===== src/rtl/chacha_ctrl_pkg.sv =====
// chacha_ctrl_pkg
//   Shared definitions for the ChaCha stream controller slice:
//   state encoding, default sizing parameters and a small state helper.
//   No ports; imported by the interface, the byte FIFO and the top.
package chacha_ctrl_pkg;

  localparam int unsigned FIFO_DEPTH_DEF = 8;
  localparam int unsigned LEN_W_DEF      = 16;

  localparam logic [2:0] ST_IDLE   = 3'd0;
  localparam logic [2:0] ST_KICK   = 3'd1;
  localparam logic [2:0] ST_STREAM = 3'd2;
  localparam logic [2:0] ST_DRAIN  = 3'd3;
  localparam logic [2:0] ST_DONE   = 3'd4;

  typedef enum logic [2:0] {
    IDLE   = ST_IDLE,
    KICK   = ST_KICK,
    STREAM = ST_STREAM,
    DRAIN  = ST_DRAIN,
    DONE   = ST_DONE
  } ctrl_state_e;

  // Byte traffic between SPI, FIFOs and the core only flows in these states.
  function automatic logic isActive(input ctrl_state_e s);
    return (s == STREAM) || (s == DRAIN);
  endfunction

endpackage


===== src/rtl/chacha_stream_ctrl_if.sv =====
// chacha_stream_ctrl_if
//   Bundles every non-clock signal of the stream controller.
//   Memory manager: i_Start, i_Msg_Len, o_Busy, o_Done, o_Overflow.
//   SPI slave:      i_RX_DV, i_RX_Byte, o_TX_DV, o_TX_Byte, i_TX_Ready.
//   ChaCha core:    o_Core_Start, o_Plaintext/o_Plain_Valid/i_Plain_Ready,
//                   i_Cyphertext/i_Cypher_Valid/o_Cypher_Ready.
//   slave modport is the controller, master modport is its environment.
interface chacha_stream_ctrl_if
  import chacha_ctrl_pkg::*;
#(
  parameter int unsigned LEN_W = LEN_W_DEF
) ();

  logic             i_Start;
  logic [LEN_W-1:0] i_Msg_Len;
  logic             i_RX_DV;
  logic [7:0]       i_RX_Byte;
  logic             o_TX_DV;
  logic [7:0]       o_TX_Byte;
  logic             i_TX_Ready;
  logic             o_Core_Start;
  logic [7:0]       o_Plaintext;
  logic             o_Plain_Valid;
  logic             i_Plain_Ready;
  logic [7:0]       i_Cyphertext;
  logic             i_Cypher_Valid;
  logic             o_Cypher_Ready;
  logic             o_Busy;
  logic             o_Done;
  logic             o_Overflow;

  modport slave (
    input  i_Start, i_Msg_Len, i_RX_DV, i_RX_Byte, i_TX_Ready,
           i_Plain_Ready, i_Cyphertext, i_Cypher_Valid,
    output o_TX_DV, o_TX_Byte, o_Core_Start, o_Plaintext, o_Plain_Valid,
           o_Cypher_Ready, o_Busy, o_Done, o_Overflow
  );

  modport master (
    output i_Start, i_Msg_Len, i_RX_DV, i_RX_Byte, i_TX_Ready,
           i_Plain_Ready, i_Cyphertext, i_Cypher_Valid,
    input  o_TX_DV, o_TX_Byte, o_Core_Start, o_Plaintext, o_Plain_Valid,
           o_Cypher_Ready, o_Busy, o_Done, o_Overflow
  );

endinterface


===== src/rtl/sync_byte_fifo.sv =====
// sync_byte_fifo
//   Single-clock byte FIFO with show-ahead read data.
//   Ports: i_Clk, i_Rst_L (synchronous, active low), wr_en/wr_data push,
//   rd_en pop, rd_data current head, full, empty.
//   DEPTH must be a power of two (>= 2) so the pointers wrap for free.
module sync_byte_fifo
  import chacha_ctrl_pkg::*;
#(
  parameter int unsigned DEPTH = FIFO_DEPTH_DEF
) (
  input  logic       i_Clk,
  input  logic       i_Rst_L,
  input  logic       wr_en,
  input  logic [7:0] wr_data,
  input  logic       rd_en,
  output logic [7:0] rd_data,
  output logic       full,
  output logic       empty
);

  localparam int unsigned AW = $clog2(DEPTH);

  logic [7:0]    mem_q [DEPTH];
  logic [AW-1:0] wrPtr_q, rdPtr_q;
  logic [AW:0]   count_q;
  logic          doPush, doPop;

  assign empty   = (count_q == '0);
  assign full    = (count_q == (AW+1)'(DEPTH));
  assign rd_data = mem_q[rdPtr_q];

  // A pop on empty is dropped; a push on full is only taken alongside a pop.
  assign doPop  = rd_en && !empty;
  assign doPush = wr_en && (!full || doPop);

  // Storage carries no reset; the pointers alone define what is valid.
  always_ff @(posedge i_Clk) begin
    if (doPush) begin
      mem_q[wrPtr_q] <= wr_data;
    end
  end

  // Pointer and occupancy bookkeeping.
  always_ff @(posedge i_Clk) begin
    if (!i_Rst_L) begin
      wrPtr_q <= '0;
      rdPtr_q <= '0;
      count_q <= '0;
    end else begin
      if (doPush) wrPtr_q <= wrPtr_q + AW'(1);
      if (doPop)  rdPtr_q <= rdPtr_q + AW'(1);
      if (doPush && !doPop)      count_q <= count_q + (AW+1)'(1);
      else if (!doPush && doPop) count_q <= count_q - (AW+1)'(1);
    end
  end

endmodule


===== src/rtl/chacha_stream_ctrl.sv =====
// chacha_stream_ctrl
//   Runs one ChaCha job: latches the length on i_Start, kicks the core,
//   moves SPI RX bytes to the core through an input FIFO and cyphertext
//   back to SPI TX through an output FIFO, then pulses o_Done.
//   Ports: i_Clk, i_Rst_L (synchronous, active low) and the slave side of
//   chacha_stream_ctrl_if carrying all job, SPI and core signals.
module chacha_stream_ctrl
  import chacha_ctrl_pkg::*;
#(
  parameter int unsigned FIFO_DEPTH = FIFO_DEPTH_DEF,
  parameter int unsigned LEN_W      = LEN_W_DEF
) (
  input logic                 i_Clk,
  input logic                 i_Rst_L,
  chacha_stream_ctrl_if.slave bus
);

  ctrl_state_e      state_q, state_d;
  logic [LEN_W-1:0] len_q, len_d;
  logic [LEN_W-1:0] rxCnt_q, rxCnt_d;
  logic [LEN_W-1:0] txCnt_q, txCnt_d;
  logic             overflow_q, overflow_d;
  logic             txDv_q, txDv_d;
  logic [7:0]       txByte_q, txByte_d;

  logic       active, rxTake, rxAccept, inPop, outPush, txFire;
  logic       inFull, inEmpty, outFull, outEmpty;
  logic [7:0] inHead, outHead;

  assign active  = isActive(state_q);
  assign inPop   = active && !inEmpty && bus.i_Plain_Ready;
  assign outPush = bus.i_Cypher_Valid && bus.o_Cypher_Ready;

  // A wanted RX byte is only counted when the FIFO really takes it, which
  // includes the full-but-popping case.
  assign rxTake   = (state_q == STREAM) && bus.i_RX_DV && (rxCnt_q < len_q);
  assign rxAccept = rxTake && (!inFull || inPop);

  // Requiring txDv_q low spaces TX bytes at least two cycles apart.
  assign txFire = active && !outEmpty && bus.i_TX_Ready && !txDv_q;

  sync_byte_fifo #(.DEPTH(FIFO_DEPTH)) u_inFifo (
    .i_Clk   (i_Clk),
    .i_Rst_L (i_Rst_L),
    .wr_en   (rxTake),
    .wr_data (bus.i_RX_Byte),
    .rd_en   (inPop),
    .rd_data (inHead),
    .full    (inFull),
    .empty   (inEmpty)
  );

  sync_byte_fifo #(.DEPTH(FIFO_DEPTH)) u_outFifo (
    .i_Clk   (i_Clk),
    .i_Rst_L (i_Rst_L),
    .wr_en   (outPush),
    .wr_data (bus.i_Cyphertext),
    .rd_en   (txFire),
    .rd_data (outHead),
    .full    (outFull),
    .empty   (outEmpty)
  );

  // State and datapath registers.
  always_ff @(posedge i_Clk) begin
    if (!i_Rst_L) begin
      state_q    <= IDLE;
      len_q      <= '0;
      rxCnt_q    <= '0;
      txCnt_q    <= '0;
      overflow_q <= 1'b0;
      txDv_q     <= 1'b0;
      txByte_q   <= 8'h00;
    end else begin
      state_q    <= state_d;
      len_q      <= len_d;
      rxCnt_q    <= rxCnt_d;
      txCnt_q    <= txCnt_d;
      overflow_q <= overflow_d;
      txDv_q     <= txDv_d;
      txByte_q   <= txByte_d;
    end
  end

  // Next-state logic and counter updates.
  always_comb begin
    state_d    = state_q;
    len_d      = len_q;
    rxCnt_d    = rxCnt_q;
    txCnt_d    = txCnt_q;
    overflow_d = overflow_q;
    txDv_d     = txFire;
    txByte_d   = txFire ? outHead : txByte_q;

    if (rxAccept)           rxCnt_d    = rxCnt_q + LEN_W'(1);
    if (rxTake && !rxAccept) overflow_d = 1'b1;
    if (txFire)             txCnt_d    = txCnt_q + LEN_W'(1);

    case (state_q)
      IDLE: begin
        if (bus.i_Start) begin
          len_d      = bus.i_Msg_Len;
          rxCnt_d    = '0;
          txCnt_d    = '0;
          overflow_d = 1'b0;
          state_d    = (bus.i_Msg_Len == '0) ? DONE : KICK;
        end
      end
      KICK:    state_d = STREAM;
      STREAM:  if (rxCnt_q == len_q) state_d = DRAIN;
      DRAIN:   if (txCnt_q == len_q) state_d = DONE;
      DONE:    state_d = IDLE;
      default: state_d = IDLE;
    endcase
  end

  // Core-facing outputs are gated to the active states so that every
  // output reads zero straight out of reset.
  assign bus.o_TX_DV        = txDv_q;
  assign bus.o_TX_Byte      = txByte_q;
  assign bus.o_Core_Start   = (state_q == KICK);
  assign bus.o_Plain_Valid  = active && !inEmpty;
  assign bus.o_Plaintext    = (active && !inEmpty) ? inHead : 8'h00;
  assign bus.o_Cypher_Ready = active && !outFull;
  assign bus.o_Busy         = (state_q != IDLE);
  assign bus.o_Done         = (state_q == DONE);
  assign bus.o_Overflow     = overflow_q;

endmodule


===== src/flat_wrapper.sv =====
// flat-port wrapper written by rule: the top's interface ports become plain ports
module chacha_stream_ctrl_flat import chacha_ctrl_pkg::*;
#(
  parameter int unsigned FIFO_DEPTH = FIFO_DEPTH_DEF,
  parameter int unsigned LEN_W      = LEN_W_DEF
)
  (i_Clk, i_Rst_L, bus_i_Start, bus_i_Msg_Len, bus_i_RX_DV, bus_i_RX_Byte, bus_i_TX_Ready, bus_i_Plain_Ready, bus_i_Cyphertext, bus_i_Cypher_Valid, bus_o_TX_DV, bus_o_TX_Byte, bus_o_Core_Start, bus_o_Plaintext, bus_o_Plain_Valid, bus_o_Cypher_Ready, bus_o_Busy, bus_o_Done, bus_o_Overflow);
  chacha_stream_ctrl_if #(.LEN_W(LEN_W)) bus_i ();
  input logic i_Clk;
  input logic i_Rst_L;
  input wire logic [$bits(bus_i.i_Start)-1:0] bus_i_Start;
  input wire logic [$bits(bus_i.i_Msg_Len)-1:0] bus_i_Msg_Len;
  input wire logic [$bits(bus_i.i_RX_DV)-1:0] bus_i_RX_DV;
  input wire logic [$bits(bus_i.i_RX_Byte)-1:0] bus_i_RX_Byte;
  input wire logic [$bits(bus_i.i_TX_Ready)-1:0] bus_i_TX_Ready;
  input wire logic [$bits(bus_i.i_Plain_Ready)-1:0] bus_i_Plain_Ready;
  input wire logic [$bits(bus_i.i_Cyphertext)-1:0] bus_i_Cyphertext;
  input wire logic [$bits(bus_i.i_Cypher_Valid)-1:0] bus_i_Cypher_Valid;
  output wire logic [$bits(bus_i.o_TX_DV)-1:0] bus_o_TX_DV;
  output wire logic [$bits(bus_i.o_TX_Byte)-1:0] bus_o_TX_Byte;
  output wire logic [$bits(bus_i.o_Core_Start)-1:0] bus_o_Core_Start;
  output wire logic [$bits(bus_i.o_Plaintext)-1:0] bus_o_Plaintext;
  output wire logic [$bits(bus_i.o_Plain_Valid)-1:0] bus_o_Plain_Valid;
  output wire logic [$bits(bus_i.o_Cypher_Ready)-1:0] bus_o_Cypher_Ready;
  output wire logic [$bits(bus_i.o_Busy)-1:0] bus_o_Busy;
  output wire logic [$bits(bus_i.o_Done)-1:0] bus_o_Done;
  output wire logic [$bits(bus_i.o_Overflow)-1:0] bus_o_Overflow;
  assign bus_i.i_Start = bus_i_Start;
  assign bus_i.i_Msg_Len = bus_i_Msg_Len;
  assign bus_i.i_RX_DV = bus_i_RX_DV;
  assign bus_i.i_RX_Byte = bus_i_RX_Byte;
  assign bus_i.i_TX_Ready = bus_i_TX_Ready;
  assign bus_i.i_Plain_Ready = bus_i_Plain_Ready;
  assign bus_i.i_Cyphertext = bus_i_Cyphertext;
  assign bus_i.i_Cypher_Valid = bus_i_Cypher_Valid;
  assign bus_o_TX_DV = bus_i.o_TX_DV;
  assign bus_o_TX_Byte = bus_i.o_TX_Byte;
  assign bus_o_Core_Start = bus_i.o_Core_Start;
  assign bus_o_Plaintext = bus_i.o_Plaintext;
  assign bus_o_Plain_Valid = bus_i.o_Plain_Valid;
  assign bus_o_Cypher_Ready = bus_i.o_Cypher_Ready;
  assign bus_o_Busy = bus_i.o_Busy;
  assign bus_o_Done = bus_i.o_Done;
  assign bus_o_Overflow = bus_i.o_Overflow;
  chacha_stream_ctrl #(.FIFO_DEPTH(FIFO_DEPTH), .LEN_W(LEN_W)) u_core (.i_Clk(i_Clk), .i_Rst_L(i_Rst_L), .bus(bus_i));
endmodule

===== config.mk =====
export PLATFORM = sky130hd
export DESIGN_NAME = chacha_stream_ctrl_flat
export DESIGN_NICKNAME = d
export VERILOG_FILES = /design/src/rtl/chacha_ctrl_pkg.sv /design/src/rtl/chacha_stream_ctrl_if.sv /design/src/rtl/sync_byte_fifo.sv /design/src/rtl/chacha_stream_ctrl.sv /design/src/flat_wrapper.sv
export SDC_FILE = /design/constraint.sdc
export NUM_CORES = 1
export LEC_CHECK = 0
export CORE_MARGIN = 3
export CORE_UTILIZATION = 56
export DETAILED_ROUTE_END_ITERATION = 16
export GPL_ROUTABILITY_DRIVEN = 0
export PLACE_DENSITY = 0.76
export SYNTH_ARGS = -nofsm -noshare
export SYNTH_HDL_FRONTEND = slang
export SYNTH_SLANG_ARGS = --single-unit

===== constraint.sdc =====
create_clock -name i_Clk -period 4.42 [get_ports i_Clk]
set_input_delay 0.884 -clock i_Clk [delete_from_list [all_inputs] [get_ports i_Clk]]
set_output_delay 0.884 -clock i_Clk [all_outputs]
set_load 0.02 [all_outputs]

Word-level counts from Yosys, hierarchy flattened

Memories as Yosys holds them, arrays and structs flattened. A register that Yosys moved wholly into a read port is not among the register bits.
Index checks and enable logic that the tools add are counted.

Flip-flop bits (word level): 73
Memory bits (writable): 128
Input bits: 39
Output and inout port bits: 23
Logic and storage cells: 104
Memories: 2

Add/sub/neg operators: 10
Order comparisons: 1
Equal/unequal tests: 11
Muxes and demuxes: 25
Reduce and logical (&&, ||, !) cells: 43

Memories:

| memory                 | depth | width | read ports | clocked after Yosys merged registers in | wr ports | line                 | source |
|---|---|---|---|---|---|---|---|
| u_core.u_inFifo.mem_q  | 8     | 8     | 1          | 1                                       | 1        | sync_byte_fifo.sv:23 | `logic [7:0] mem_q [DEPTH];` |
| u_core.u_outFifo.mem_q | 8     | 8     | 1          | 1                                       | 1        | sync_byte_fifo.sv:23 |  |

Operators with widths:

| kind                    | number |
|---|---|
| $mux W16                | 6 |
| $add A16 B1 Y16 const B | 2 |
| $eq A16 B16 Y1          | 2 |
| $logic_and A1 B1 Y1     | 19 |
| $mux W3                 | 6 |
| $logic_not A16 Y1       | 1 |
| $lt A16 B16 Y1          | 1 |
| $mux W4                 | 4 |
| $add A3 B1 Y3 const B   | 4 |
| $pmux W3 S4             | 1 |
| $logic_not A1 Y1        | 11 |
| $add A4 B1 Y4 const B   | 2 |
| $eq A4 B4 Y1 const B    | 2 |
| $logic_not A4 Y1        | 2 |
| $mux W8                 | 1 |
| $sub A4 B1 Y4 const B   | 2 |
| $mux W1                 | 7 |
| $eq A3 B2 Y1 const B    | 2 |
| $ne A2 B2 Y1 const B    | 3 |
| $logic_or A1 B1 Y1      | 4 |
| $reduce_bool A2 Y1      | 2 |
| $eq A3 B1 Y1 const B    | 1 |
| $eq A3 B3 Y1 const B    | 1 |
| $logic_not A3 Y1        | 1 |
| other kinds (3)         | 3 |

Depth between registers and ports, before layout

Depth in word-level cells: 12
Gate-level depth with buffers: 17
Depth with buffers taken out: 16

Modules after synthesis

Synthesis repeated with hierarchy kept, for this count alone.

Cells, all modules: 733
Area total of the unflattened synthesis: 9477.8 um^2

By module, submodules not included:

| module             | times used | cells an instance | area each (um^2) | sequential area each (um^2) |
|---|---|---|---|---|
| sync_byte_fifo     | 2          | 166               | 3079.2           | 2182.1 |
| chacha_stream_ctrl | 1          | 401               | 3319.4           | 1221.2 |

Worst setup path before layout

OpenSTA, ideal clock, no wires.

Path kind: register to register
Start: register u_core.len_q[15]
End: register u_core.u_inFifo.count_q[3]
Library setup time: 76 ps
Arrival: 3242 ps
Required time: 4344 ps
Slack: 1103 ps
Stages on the path, launching flop included: 18
Path buffers: 1
Clock period less this slack: 3317 ps
Cells stage by stage: dfxtp_1 -> inv_1 -> ha_1 -> nand4_1 -> or2_2 -> o221ai_2 -> nor2_1 -> nand2_1 -> inv_2 -> buf_2 -> ha_1 -> inv_1 -> ha_1 -> a21o_1 -> a21oi_1 -> xnor2_1 -> or3_1 -> a21boi_0

Word-level cells in the longest chain between the ends: 6
Elaborated cells on any way between the ends: 8
Classes of those cells: order compare (1); mux (1); reduce/logical (6)

RTL lines:

| item                         | line                     | source |
|---|---|---|
| start, declared              | chacha_stream_ctrl.sv:19 | `logic [LEN_W-1:0] len_q, len_d;` |
| start signal, assigned       | chacha_stream_ctrl.sv:76 | `len_q <= len_d;` |
| $lt A16 B16 Y1 *             | chacha_stream_ctrl.sv:36 | `assign rxTake = (state_q == STREAM) && bus.i_RX_DV && (rxCnt_q < len_q);` |
| $logic_and A1 B1 Y1 *        | chacha_stream_ctrl.sv:36 |  |
| $logic_and A1 B1 Y1 *        | sync_byte_fifo.sv:34     | `assign doPush = wr_en && (!full \|\| doPop);` |
| net u_core.u_inFifo.doPush   | sync_byte_fifo.sv:26     | `logic doPush, doPop;` |
| $logic_not A1 Y1             | sync_byte_fifo.sv:53     | `else if (!doPush && doPop) count_q <= count_q - (AW+1)'(1);` |
| $logic_and A1 B1 Y1          | sync_byte_fifo.sv:53     |  |
| $reduce_bool A2 Y1 (no line) | --                       |  |
| end signal, assigned         | sync_byte_fifo.sv:52     | `if (doPush && !doPop) count_q <= count_q + (AW+1)'(1);` |
| end signal, assigned         | sync_byte_fifo.sv:53     |  |
| end, declared                | sync_byte_fifo.sv:25     | `logic [AW:0] count_q;` |

The timed path passes the listed nets; every way through them passes the cells marked *.
A chain may end at the register's enable or synchronous reset.

Worst setup path after layout

Start: register u_core.len_q[15]
End: register u_core.u_inFifo.count_q[3]

Word-level cells in the longest chain between the ends: 6
Elaborated cells on any way between the ends: 8
Classes of those cells: order compare (1); mux (1); reduce/logical (6)

RTL lines:

| item                         | line |
|---|---|
| $lt A16 B16 Y1 *             | chacha_stream_ctrl.sv:36 |
| $logic_and A1 B1 Y1 *        | chacha_stream_ctrl.sv:36 |
| $logic_and A1 B1 Y1 *        | sync_byte_fifo.sv:34 |
| $logic_not A1 Y1             | sync_byte_fifo.sv:53 |
| $logic_and A1 B1 Y1          | sync_byte_fifo.sv:53 |
| $reduce_bool A2 Y1 (no line) | -- |

Mark *: on every way between the ends. The rest lies on a longest branch, timed or not.

==> tab_implementation.tex <==
\begin{tabular}{lr}
\hline
Metric & Value \\
\hline
\multicolumn{2}{l}{\textbf{Run status}} \\
\quad Result of the run & completed \\
\multicolumn{2}{l}{\textbf{Timing}} \\
\quad Setup repair after global routing missed its margin & no \\
\quad Number of hold violations in the final report & 0 \\
\quad Number of failing setup endpoints in the final timing report & 0 \\
\quad Final Slew Violations & 0 \\
\quad Tightest slew margin relative to the limit & between 15 and 20\% \\
\quad Maximum clock frequency & around 260 MHz \\
\quad Slew at the pin closest to its max-slew limit & 1.21 ns \\
\quad Post-route clock skew & 0.0130 ns \\
\quad Min Tclk post-route & about 3.8 ns \\
\quad Sum of negative setup slack & 0 ns \\
\quad Final Worst Setup Slack & roughly 0.64 ns \\
\quad Period utilisation layout & 85.5\% \\
\multicolumn{2}{l}{\textbf{Run}} \\
\quad Max-capacitance violation count & 0 \\
\multicolumn{2}{l}{\textbf{Place}} \\
\quad Sum of net half-perimeters after detailed placement & 13000 um \\
\quad Setup WS pre-CTS & roughly 0.46 ns \\
\quad Number of buffers added on ports & 61 \\
\quad Instance count after placement with tap cells included & 987 \\
\multicolumn{2}{l}{\textbf{Setup path}} \\
\quad Sequence of cells on the critical path & inv\_1 > ha\_1 > nand4\_1 > nor3\_1 > a21boi\_2 > nor2\_1 > nand2\_1 > inv\_2 > ha\_1 > inv\_1 > ha\_1 > a21o\_1 > a21oi\_1 > xnor2\_1 > or3\_1 > a21boi\_0 \\
\quad Worst Path Required & between 4 and 5 ns \\
\quad Data arrival time of the critical path & 4.20 ns \\
\quad Worst Setup Path Type & reg2reg \\
\quad Crit-path most repeated cell & ha\_1 \\
\quad Largest incremental delay on the critical path & $\sim$0.42 ns \\
\quad Type of element capturing the critical path & flop \\
\quad Crit Path Max Fanout & 11 \\
\quad Launching element type of the critical path & flop \\
\quad Cell with the largest stage delay on the worst path & a21boi\_2 \\
\multicolumn{2}{l}{\textbf{Synthesis}} \\
\quad Mean Syn Cell Area & 12.9 um\^{}2 \\
\quad Ys flop type & edfxtp\_1 \\
\quad Share of synthesized flip-flops with an asynchronous set or reset & 0\% \\
\quad Synth Net Count & 790 \\
\quad Synthesized instance count & 721 \\
\quad Post-synthesis cell area & 9310 um\^{}2 \\
\quad Warnings, synthesis & 0 \\
\quad Flip-flop and latch count after synthesis & 212 \\
\quad Number of enable flip-flop cells after synthesis & 128 \\
\quad Post-synth cell types & 57 \\
\quad Share of the yosys chip area belonging to registers & between 50 and 60\% \\
\multicolumn{2}{l}{\textbf{GRT}} \\
\quad Number of global-route vias before repair & 5997 \\
\quad Grt ovf & 0 \\
\quad Largest net degree at the start of global routing & 52 \\
\quad Wire length of the first global-routing pass & 30400 um \\
\quad Initial antenna violation count & 0 \\
\quad Global-route total usage across every layer & 21.1\% \\
\multicolumn{2}{l}{\textbf{Hold path}} \\
\quad Type of the worst min-delay path & reg2reg \\
\multicolumn{2}{l}{\textbf{Drt}} \\
\quad Initial DRC Count & $\sim$380 \\
\quad DRC violation count after routing & 0 \\
\quad Via-to-Cell Ratio & 5.68 \\
\quad Total Wirelength & 18900 um \\
\quad DRT Pass-1 Iters & 4 \\
\quad Final antenna-violating net count & 0 \\
\quad Average wire length per cell after detail routing & 18.4 um \\
\quad Via count of the routed design & between 5000 and 6000 \\
\multicolumn{2}{l}{\textbf{Clocking}} \\
\quad CTS tree & built \\
\quad Post-CTS setup-driven buffer insertion count & 0 \\
\quad Total of cells resized after clock tree synthesis & 0 \\
\quad CTS max path bufs & 3 \\
\quad CTS Hold Buffers Added & 0 \\
\quad Number of clock buffers inserted by TritonCTS & 22 \\
\quad Insertion delay to the later sink of the worst-skew pair & 0.49 ns \\
\quad Clock transition time at the flip-flop clock pins of the worst setup and hold paths & 0.06 ns \\
\quad Cell at the root of the clock tree & clkbuf\_16 \\
\quad Sink Count & 212 \\
\quad H-Tree Depth & 1 \\
\multicolumn{2}{l}{\textbf{Finish}} \\
\quad Area Growth Syn to Fin & 17.1\% \\
\quad Post-layout nets & between 800 and 900 \\
\quad Final Instance Count excl. Fillers & 1026 \\
\quad Fraction of final layout cells with drive strength greater than 1 & roughly an eighth \\
\quad Filler Cell Count & 1113 \\
\quad Antenna diode count & 0 \\
\multicolumn{2}{l}{\textbf{Power and ir drop}} \\
\quad Power per standard cell area & roughly 430 nW/um\^{}2 \\
\quad Worst IR drop on VDD & around 0.37 mV \\
\quad Overall power & 0.00469 W \\
\quad LEAKAGE & 3.85 nW \\
\multicolumn{2}{l}{\textbf{Floorplan}} \\
\quad Die height & about 130 um \\
\quad Horizontal extent of the die & roughly 130 um \\
\quad Initial cell density of the core & roughly three fifths \\
\quad I/O pin count & 62 \\
\quad Core Area & about 16000 um\^{}2 \\
\quad Die area & 18200 um\^{}2 \\
\quad Floorplan row count & 46 \\
\hline
\end{tabular}
## critical path: cells and delay by family (launching register included)
kind / cells / cell delay, ns
xor gates and xnor gates: 1 / 0.12
DFF: 1 / 0.38
and+or+nand+nor: 5 / 1.11
AOI/OAI and AO/OA: 4 / 1.00
buffers and inverters: 3 / 0.32
adders and majority gates: 3 / 0.81
## final cells by class
type                    count  area (um^2)  area share, %
flip-flops and latches    212         5530           50.7
multi-input cells         446         3530           32.4
repair buffers             82          768           7.05
clock buffers              30          622           5.70
well taps                 216          270           2.48
inverters                  31          116           1.07
clock inverters             9         68.8          0.631
## cell usage after synthesis (2+ instances only)
cell / n / share of area [%]
fa_1: 2 / 0.43
clkbuf_1: 17 / 0.69
nand2b_1: 2 / 0.13
a21boi_0: 19 / 1.5
nor4_1: 17 / 1.1
mux2i_1: 24 / 2.6
xnor2_1: 23 / 2.2
buf_2: 8 / 0.43
and3_1: 9 / 0.60
nand4_1: 11 / 0.74
buf_6: 2 / 0.24
o21ai_0: 13 / 0.70
or4_1: 3 / 0.24
inv_1: 30 / 1.2
a21o_1: 6 / 0.48
o211a_1: 8 / 0.86
nand3_1: 10 / 0.54
or3_1: 9 / 0.60
nor2b_1: 7 / 0.47
nand2_1: 77 / 3.1
xor2_1: 23 / 2.2
and4bb_2: 2 / 0.27
a21oi_1: 20 / 1.1
mux4_2: 32 / 7.7
nor3b_1: 6 / 0.48
ha_1: 28 / 3.8
buf_1: 5 / 0.20
o31ai_1: 3 / 0.24
a41o_1: 2 / 0.21
nor4b_1: 3 / 0.28
nor2_1: 40 / 1.6
dfxtp_1: 84 / 18
edfxtp_1: 128 / 41
nor3_1: 12 / 0.64
and2_1: 14 / 0.94
## report_power, final
part | internal, W | switching (W)
sequential | 0.00217 | 0.0000944
clock | 0.00104 | 0.000704
combinational | 0.000318 | 0.000365
total | 0.00353 | 0.00116
## through the flow
step	hold slack, ns	cell area [um^2]	util (%)
2_1_floorplan	0.456	9310	-
3_3_place_gp	0.453	10200	63.6
3_5_place_dp	0.465	10200	63.6
4_1_cts	0.478	10900	67.9
5_1_grt	0.520	10900	67.9
6_report	0.475	10900	67.9
## layer usage
layer | vias to the layer above | global-route usage, % | routed length, um
li1 | 2804 | - | -
met1 | 2864 | 27.5 | 8150
met2 | 130 | 37.3 | 9750
met3 | 30 | 3.39 | 660
met4 | 0 | 5.21 | 345
met5 | - | 0 | 0
## cell families (layout without fill, tap and decap cells)
logic type                 after synthesis  after routing  synth area share, %
and+or+nand+nor                        231            231                 12.7
DFF                                    212            212                 59.3
AOI/OAI and AO/OA                       83             83                 6.33
buffers and inverters                   63            152                 2.81
muxes                                   56             56                 10.3
xor gates and xnor gates                46             46                 4.33
adders and majority gates               30             30                 4.19
## sequential cells by signal (all words and copies together) (netlist names), named ones only
register	cells
u_core.u_inFifo.wrPtr_q	3
u_core.bus.o_TX_Byte	8
u_core.u_inFifo.count_q	4
u_core.state_q	3
u_core.bus.o_TX_DV	1
u_core.len_q	16
u_core.u_outFifo.count_q	4
u_core.u_outFifo.wrPtr_q	3
u_core.txCnt_q	16
u_core.u_inFifo.rdPtr_q	3
u_core.u_outFifo.rdPtr_q	3
u_core.bus.o_Overflow	1
u_core.u_inFifo.mem_q	64
u_core.rxCnt_q	16
u_core.u_outFifo.mem_q	64
## cells in the final DEF (no fill, tap or decap), types with 3 or more instances in the layout
master | netlist | final
a21boi_0 | 19 | 19
clkbuf_1 | 17 | 5
clkinv_1 | 0 | 3
inv_1 | 30 | 30
mux4_2 | 32 | 32
clkdlybuf4s50_1 | 0 | 61
xnor2_1 | 23 | 23
o31ai_1 | 3 | 3
xor2_1 | 23 | 23
a21o_1 | 6 | 6
mux2i_1 | 24 | 24
nand2_1 | 77 | 77
nor2b_1 | 7 | 7
and3_1 | 9 | 9
o211a_1 | 8 | 8
or3_1 | 9 | 9
or4_1 | 3 | 3
nand3_1 | 10 | 10
nor4_1 | 17 | 17
ha_1 | 28 | 28
nor2_1 | 40 | 40
clkbuf_16 | 0 | 23
a21oi_1 | 20 | 20
edfxtp_1 | 128 | 128
o21ai_0 | 13 | 13
nor3_1 | 12 | 12
nand4_1 | 11 | 11
buf_4 | 0 | 21
nor3b_1 | 6 | 6
dfxtp_1 | 84 | 84
and2_1 | 14 | 14
## worst paths after layout
| path | startpoint | endpoint | slack, ns | depth (start not counted) |
|---|---|---|---|---|
| setup / recovery | u_core.len_q[15] | u_core.u_inFifo.count_q[3] | 0.64 | 16 |
| hold / removal | u_core.bus.o_Overflow | u_core.bus.o_Overflow | 0.48 | 2 |
| setup reg to reg | u_core.len_q[15] | u_core.u_inFifo.count_q[3] | 0.64 | 16 |
| hold reg to reg | u_core.bus.o_Overflow | u_core.bus.o_Overflow | 0.48 | 2 |
No activity file was read; power rests on OpenSTA's default activity.
